`src/rtl/branch_cond_unit_pkg.sv`:
```
// Shared definitions for the Mini SRC branch condition unit:
// condition-code values, FSM state encoding and code-class helpers.
package branch_cond_unit_pkg;

    localparam logic [3:0] COND_ZR  = 4'h0;
    localparam logic [3:0] COND_NZ  = 4'h1;
    localparam logic [3:0] COND_PL  = 4'h2;
    localparam logic [3:0] COND_MI  = 4'h3;
    localparam logic [3:0] COND_EQ  = 4'h4;
    localparam logic [3:0] COND_NE  = 4'h5;
    localparam logic [3:0] COND_LT  = 4'h6;
    localparam logic [3:0] COND_GE  = 4'h7;
    localparam logic [3:0] COND_LTU = 4'h8;
    localparam logic [3:0] COND_GEU = 4'h9;
    localparam logic [3:0] COND_ALW = 4'hA;
    localparam logic [3:0] COND_NEV = 4'hB;

    typedef enum logic {
        ST_IDLE  = 1'b0,
        ST_ARMED = 1'b1
    } state_e;

    // Codes that look only at the bus value (ALW/NEV included).
    function automatic logic is_single_op_code(input logic [3:0] code);
        return (code <= COND_MI) || (code == COND_ALW) || (code == COND_NEV);
    endfunction

    function automatic logic is_two_op_code(input logic [3:0] code);
        return (code >= COND_EQ) && (code <= COND_GEU);
    endfunction

endpackage

```
`src/rtl/branch_cond_unit_cond_eval.sv`:
```
// Combinational condition evaluator: decodes a 4-bit condition code against
// operands A and B and flags codes that do not fit the requested operand class.
module cond_eval
    import branch_cond_unit_pkg::*;
#(
    parameter int WIDTH = 32
) (
    input  logic [3:0]       code,
    input  logic [WIDTH-1:0] op_a,
    input  logic [WIDTH-1:0] op_b,
    input  logic             is_two_op,
    output logic             result,
    output logic             illegal
);

    logic signed [WIDTH-1:0] a_s;
    logic signed [WIDTH-1:0] b_s;
    logic                    raw;

    assign a_s = op_a;
    assign b_s = op_b;

    always_comb begin
        raw = 1'b0;
        case (code)
            COND_ZR:  raw = (op_b == '0);
            COND_NZ:  raw = (op_b != '0);
            COND_PL:  raw = !op_b[WIDTH-1] && (op_b != '0);
            COND_MI:  raw = op_b[WIDTH-1];
            COND_EQ:  raw = (op_a == op_b);
            COND_NE:  raw = (op_a != op_b);
            COND_LT:  raw = (a_s < b_s);
            COND_GE:  raw = (a_s >= b_s);
            COND_LTU: raw = (op_a < op_b);
            COND_GEU: raw = (op_a >= op_b);
            COND_ALW: raw = 1'b1;
            default:  raw = 1'b0;
        endcase
    end

    assign illegal = is_two_op ? !is_two_op_code(code) : !is_single_op_code(code);
    // An illegal request always resolves to "not taken".
    assign result  = raw && !illegal;

endmodule

```
`src/rtl/branch_cond_unit.sv`:
```
// Branch condition unit: holds captured operand A, the IDLE/ARMED compare FSM,
// the registered CON decision, its one-cycle valid pulse and a sticky error flag.
module branch_cond_unit
    import branch_cond_unit_pkg::*;
#(
    parameter int WIDTH = 32,
    parameter int C2_W  = 4
) (
    input  logic             Clock,
    input  logic             Clear,
    input  logic [WIDTH-1:0] BusMuxOut,
    input  logic [C2_W-1:0]  C2,
    input  logic             CONin,
    input  logic             Ain,
    input  logic             CMPin,
    output logic             CON,
    output logic             con_valid,
    output logic             armed,
    output logic             cond_err
);

    state_e           state_q, state_d;
    logic [WIDTH-1:0] a_q, a_d;
    logic             con_q, con_d;
    logic             con_valid_q, con_valid_d;
    logic             cond_err_q, cond_err_d;

    logic             eval_result;
    logic             eval_illegal;
    logic             collision;
    logic [3:0]       code;

    assign code = C2[3:0];

    // CMPin has top priority, so the evaluator runs in two-operand mode whenever it is set.
    cond_eval #(
        .WIDTH(WIDTH)
    ) u_cond_eval (
        .code      (code),
        .op_a      (a_q),
        .op_b      (BusMuxOut),
        .is_two_op (CMPin),
        .result    (eval_result),
        .illegal   (eval_illegal)
    );

    assign collision = (CMPin && CONin) || (CMPin && Ain) || (CONin && Ain);

    always_comb begin
        state_d     = state_q;
        a_d         = a_q;
        con_d       = con_q;
        con_valid_d = 1'b0;
        cond_err_d  = cond_err_q;

        if (collision) begin
            cond_err_d = 1'b1;
        end

        if (CMPin) begin
            con_valid_d = 1'b1;
            state_d     = ST_IDLE;
            if ((state_q == ST_ARMED) && !eval_illegal) begin
                con_d = eval_result;
            end else begin
                con_d      = 1'b0;
                cond_err_d = 1'b1;
            end
        end else if (CONin) begin
            con_valid_d = 1'b1;
            if (!eval_illegal) begin
                con_d = eval_result;
            end else begin
                con_d      = 1'b0;
                cond_err_d = 1'b1;
            end
        end else if (Ain) begin
            state_d = ST_ARMED;
            a_d     = BusMuxOut;
        end
    end

    always_ff @(posedge Clock or negedge Clear) begin
        if (!Clear) begin
            state_q     <= ST_IDLE;
            a_q         <= '0;
            con_q       <= 1'b0;
            con_valid_q <= 1'b0;
            cond_err_q  <= 1'b0;
        end else begin
            state_q     <= state_d;
            a_q         <= a_d;
            con_q       <= con_d;
            con_valid_q <= con_valid_d;
            cond_err_q  <= cond_err_d;
        end
    end

    assign CON       = con_q;
    assign con_valid = con_valid_q;
    assign armed     = (state_q == ST_ARMED);
    assign cond_err  = cond_err_q;

endmodule

```
`config.mk`:
```
export PLATFORM = sky130hd
export DESIGN_NAME = branch_cond_unit
export DESIGN_NICKNAME = d
export VERILOG_FILES = /design/src/rtl/branch_cond_unit_pkg.sv /design/src/rtl/branch_cond_unit_cond_eval.sv /design/src/rtl/branch_cond_unit.sv
export SDC_FILE = /design/constraint.sdc
export NUM_CORES = 1
export LEC_CHECK = 0
export ABC_CLOCK_PERIOD_IN_PS = 2100
export BUFFER_PORTS_ARGS = -buffer_cell sky130_fd_sc_hd__buf_4
export CAP_MARGIN = 20
export CORE_MARGIN = 4
export CORE_UTILIZATION = 35
export DETAILED_ROUTE_END_ITERATION = 8
export PLACE_DENSITY = 0.64
export SYNTH_ARGS = -nofsm -noshare
export SYNTH_HDL_FRONTEND = slang
export SYNTH_SLANG_ARGS = --single-unit
```
`constraint.sdc`:
```
create_clock -name Clock -period 2.1 [get_ports Clock]
set_clock_uncertainty 0.05 [all_clocks]
set_input_delay 0.42 -clock Clock [delete_from_list [all_inputs] [get_ports Clock]]
set_output_delay 0.42 -clock Clock [all_outputs]
set_load 0.01 [all_outputs]
```
Word-level counts from Yosys, hierarchy flattened
Cells that the tools add are included. W data, S select, Z words.

Register bits: 36. Bits of input ports: 41. Output and inout port bits: 4. Logic and storage cells: 66.

Magnitude comparators: 7. Equality and inequality tests: 14. Muxes and demuxes: 16. Bitwise gates (word level): 2. Reduce and logical (&&, ||, !) cells: 22.

Operator list (number): $ge A32 B32 Y1 (2); $lt A32 B32 Y1 (2); $eq A32 B32 Y1 (1); $logic_not A32 Y1 (1); $ne A32 B32 Y1 (1); $reduce_bool A32 Y1 (1); $eq A4 B3 Y1 const B (4); $eq A4 B4 Y1 const B (4); $mux W1 (15); $pmux W1 S11 (1); $eq A4 B2 Y1 const B (2); $logic_and A1 B1 Y1 (7); $eq A4 B1 Y1 const B (1); $ge A4 B3 Y1 const B (1); $le A4 B2 Y1 const B (1); $le A4 B4 Y1 const B (1); $logic_not A1 Y1 (4); $logic_not A4 Y1 (1); $logic_or A1 B1 Y1 (4); $reduce_bool A2 Y1 (2); $reduce_and A3 Y1 (1); $ne A2 B1 Y1 const B (1); $not A1 Y1 (2); $reduce_and A2 Y1 (1).

Logic depth before layout (Yosys ltp)
Depth in word-level cells: 10. Gate-level depth with buffers: 9. Gate-level depth less buffers: 9.

Cells and area by module
Synthesis repeated with hierarchy kept, for this count alone.

Cell total of the unflattened synthesis: 244. Area, all modules: 2504.9 µm².

By module, submodules not included: branch_cond_unit (instances 1, cells an instance 84, area an instance 1381.3 µm², sequential area each 900.9 µm²); cond_eval (instances 1, cells an instance 160, area an instance 1123.6 µm², sequential area each 0.0 µm²).

Least setup slack after synthesis
No wires, ideal clock.

Path type: in2reg. Start point: input BusMuxOut[31]. End point: register con_q (netlist: CON). Setup time: 0.143 ns. Arrival time: 2.214 ns. Data required time: 1.907 ns. Slack: -0.307 ns. Stages on the path: 9. Path buffers: 0. Cell sequence: inv_1 > ha_1 > nand4_4 > nor3_2 > a221oi_2 > o211ai_1 > o311a_1 > o41ai_1 > o211ai_1.

Longest elaborated chain between the ends: 7. Elaborated cells on any way between the ends: 16. Classes of those cells: order compare: 4; eq/ne: 2; mux: 5; reduce/logical: 5.

Ends and longest elaborated chain: start, declared (line branch_cond_unit.sv:11) `input logic [WIDTH-1:0] BusMuxOut,`; branches (longest 2 deep; another with $ge A32 B32 Y1); $pmux W1 S11 * (line branch_cond_unit_cond_eval.sv:25) `case (code)`; $logic_and A1 B1 Y1 * (line branch_cond_unit_cond_eval.sv:43) `assign result = raw && !illegal;`; $mux W1 (line branch_cond_unit.sv:71) `if (!eval_illegal) begin`; $mux W1 (line branch_cond_unit.sv:69) `end else if (CONin) begin`; $mux W1 * (line branch_cond_unit.sv:60) `if (CMPin) begin`; end signal, assigned (line branch_cond_unit.sv:93) `con_q <= con_d;`; end, declared (line branch_cond_unit.sv:24) `logic con_q, con_d;`.

Mark *: on every way between the ends. The select of a mux whose other input is x is not followed. A chain may end at the register's enable or synchronous reset.

Worst setup path in the final report
Start point: register a_q[4]. End point: register con_q (netlist: CON).

Longest elaborated chain between the ends: 6. Elaborated cells on any way between the ends: 12. Classes of those cells: order compare: 4; eq/ne: 2; mux: 5; reduce/logical: 1.

Ends and longest elaborated chain: start, declared (line branch_cond_unit.sv:23) `logic [WIDTH-1:0] a_q, a_d;`; start signal, assigned (line branch_cond_unit.sv:86) `a_q <= '0;`; start signal, assigned (line branch_cond_unit.sv:92) `a_q <= a_d;`; $ge A32 B32 Y1 (tied with other cells) (line branch_cond_unit_cond_eval.sv:35) `COND_GEU: raw = (op_a >= op_b);`; $pmux W1 S11 * (line branch_cond_unit_cond_eval.sv:25); $logic_and A1 B1 Y1 * (line branch_cond_unit_cond_eval.sv:43); $mux W1 (line branch_cond_unit.sv:71); $mux W1 (line branch_cond_unit.sv:69); $mux W1 * (line branch_cond_unit.sv:60).

Every way passes the cells marked *; elsewhere a longest branch is shown, timed or not. The select of a mux whose other input is x is not followed.

==> metrics.txt <==
status finished, violations left; failing checks negative setup slack; Final WS setup -0.2980 ns; GPL Wtd Cong 0.8370; critical-path maximum fanout 3; Required @ worst endpoint 2.21 ns; Iter 0 DRT Violations 50; met1 GRT Util 18.97%; sequential-to-total area share from yosys stat 36.53%; FILL cells 656; std cell rows 30; final instance area 3566 sq um; Num CTS Buffers 5; hold slack 0.04352 ns; Avg Inst Size Synth 10.28 sq um; DR pass1 iterations 4; Pins Over Slew Limit 0; H-tree depth 2; # clock sinks 36; NumNets Final 397; vias per cell 4.876; PwrDens 640.4 nW/um^2; GR Util met2 23.84%; Crit Path Category reg -> reg; Die Ht 91.94 um; Ports 45; Total GRT Usage 14.36%; post-route ant nets 0; Post-Synthesis Cells 240; max-cap viol count 0; leading cell types in the layout, fill and taps excluded buf_4, dfrtp_1, mux2_2, inv_1, ha_4; Worst Tran Pin Value 0.4768 ns; most common cell after layout, fill and taps aside buf_4; largest net degree at the start of global routing 37; Core Box Area 6832 sq um; Hold Crit Class in -> async; Worst-path clk slew 0.08 ns; Worst IR Drop VDD 298.1 uV; crit share post-route 114.2%; Final HPWL DP 4.517 mm; final setup vio count 1; share of cells above drive strength 1 49.07%; Global Route met3 Usage 3.281%; Fin. Hold Viols 0; Rel. slew slack 68.21%; # hold bufs at CTS 0; gr busiest metal met2; clock latency on the worst-skew pair 0.28 ns; Clock Tree Root clkbuf_8; leak pwr 1.613 nW; vias in the first global route 2076; fmax 417.0 MHz; Tot Pwr 2.283 mW; global-route wire length before repair 9.818 mm; Critical Path Sink Type flop; DIE AREA 8453 sq um; Netlist cell types 43; Synth Net Count 313; number of synthesized register bits 36; antenna violations before repair 0; Post-Syn Area 2466 sq um; DRC Markers 0; vias after detailed routing 2048; CTS tree done; Cell Area, Placed 3269 sq um; GR Overflow Total 0; WP data arrival 2.50 ns; clk buf depth 2; I/O Buffers 44; n_diodes 0; DR WL/cell 14.14 um; Synth Warn # 0; fin crit period 2.398 ns; die width 91.94 um; final wirelength 5.939 mm; area grow syn2layout 44.60%; Starting Density 36.10%; Worst setup SP type flop; RSZ-0062 raised after global routing yes
repair_timing:
item / in CTS / in global routing
setup buffers: 3 / 3
hold endpoints to repair: 0 / 0
endpoints found under the setup margin: 1 / 1
pin swaps: 10 / 14
resized for setup: 13 / 6
metrics by stage:
stage	std cells	worst slack (ns)	utilization, %	setup TNS [ns]
after CTS	417	-0.1726	51.19	-0.1726
after floorplan	240	-0.1080	-	-0.1080
final	420	-0.2980	52.20	-0.2980
after detailed placement	407	-0.4085	47.86	-0.4085
after global placement	407	-0.3793	47.86	-0.3793
after global routing	420	-0.4483	52.20	-0.4483
sequential cells by signal, indices dropped and copies added, names as in the netlist:
name and cells:
CON 1, a_q 32, cond_err 1, armed 1, con_valid 1
logic make-up (layout without fill, tap and decap cells):
| group | count (synthesis) | after routing | synth area share, % |
|---|---|---|---|
| simple gates | 57 | 57 | 14.92 |
| compound gates | 42 | 42 | 11.57 |
| buf+inv | 41 | 125 | 6.241 |
| flops | 36 | 36 | 36.53 |
| fa+ha+maj | 32 | 32 | 16.24 |
| mux | 31 | 31 | 14.16 |
| xor+xnor | 1 | 1 | 0.3552 |
where the power goes:
group	internal (mW)	switching (mW)
logic	0.470	0.370
registers	0.813	0.0934
clock network	0.292	0.244
total	1.58	0.708
layer usage:
metal | up-vias | wire length, um
li1 | 1038 | -
met1 | 969 | 2698
met2 | 37 | 2951
met3 | 4 | 243
met4 | 0 | 45
met5 | - | 0
Yosys cell counts, drive strengths merged:
cell type | number | share of area [%]
a21o | 2 | 0.61
a211oi | 1 | 0.30
a221oi | 1 | 0.61
nor4b | 1 | 0.36
o311a | 1 | 0.41
or2 | 2 | 0.51
nor4 | 11 | 3.4
and4 | 1 | 0.36
o211ai | 4 | 1.2
a41oi | 1 | 0.36
o41ai | 1 | 0.36
a22oi | 1 | 0.30
o2bb2a | 1 | 0.41
o31a | 1 | 0.36
buf | 2 | 0.30
nand4 | 9 | 3.8
nand2b | 4 | 1.0
a21oi | 17 | 3.4
o221ai | 1 | 0.36
nor2b | 1 | 0.25
dfrtp | 36 | 37
a21boi | 1 | 0.30
mux2 | 31 | 14
nand2 | 12 | 1.8
o21a | 2 | 0.61
nand3 | 5 | 1.0
o21ai | 3 | 0.61
clkbuf | 2 | 0.30
o221a | 1 | 0.46
ha | 32 | 16
a31oi | 2 | 0.51
inv | 37 | 5.6
and2 | 1 | 0.25
or4 | 2 | 0.61
a211o | 1 | 0.36
nor3 | 3 | 0.81
nor2 | 5 | 0.76
xnor2 | 1 | 0.36
worst max-delay path: stages (launching register included):
cell	delay, ns
dfrtp_1	0.39
ha_1	0.28
nand4_1	0.17
buf_4	0.14
o221ai_2	0.08
o211ai_1	0.19
o211ai_1	0.17
buf_4	0.18
nor4b_2	0.15
o41ai_2	0.32
o211ai_1	0.14
worst paths after layout:
path	to	start	cells past startpoint	slack, ns
max reg2reg	CON	a_q[4]	10	-0.30
min in group Clock	con_valid	CONin	3	0.32
min	a_q[20]	Clear	1	0.04
max	CON	a_q[4]	10	-0.30
min reg2reg	cond_err	cond_err	1	0.43
max in group asynchronous	a_q[12]	Clear	1	1.62
layout make-up:
| cell class | count | area, sq um | share of cell area, % |
|---|---|---|---|
| clock buffer | 7 | 96.34 | 2.702 |
| inverter | 37 | 148.9 | 4.175 |
| multi-input combinational | 163 | 1692 | 47.44 |
| sequential | 36 | 900.9 | 25.26 |
| tap | 96 | 120.1 | 3.368 |
| timing repair buffer | 81 | 608.1 | 17.05 |
(Power assumes the default switching activity.)
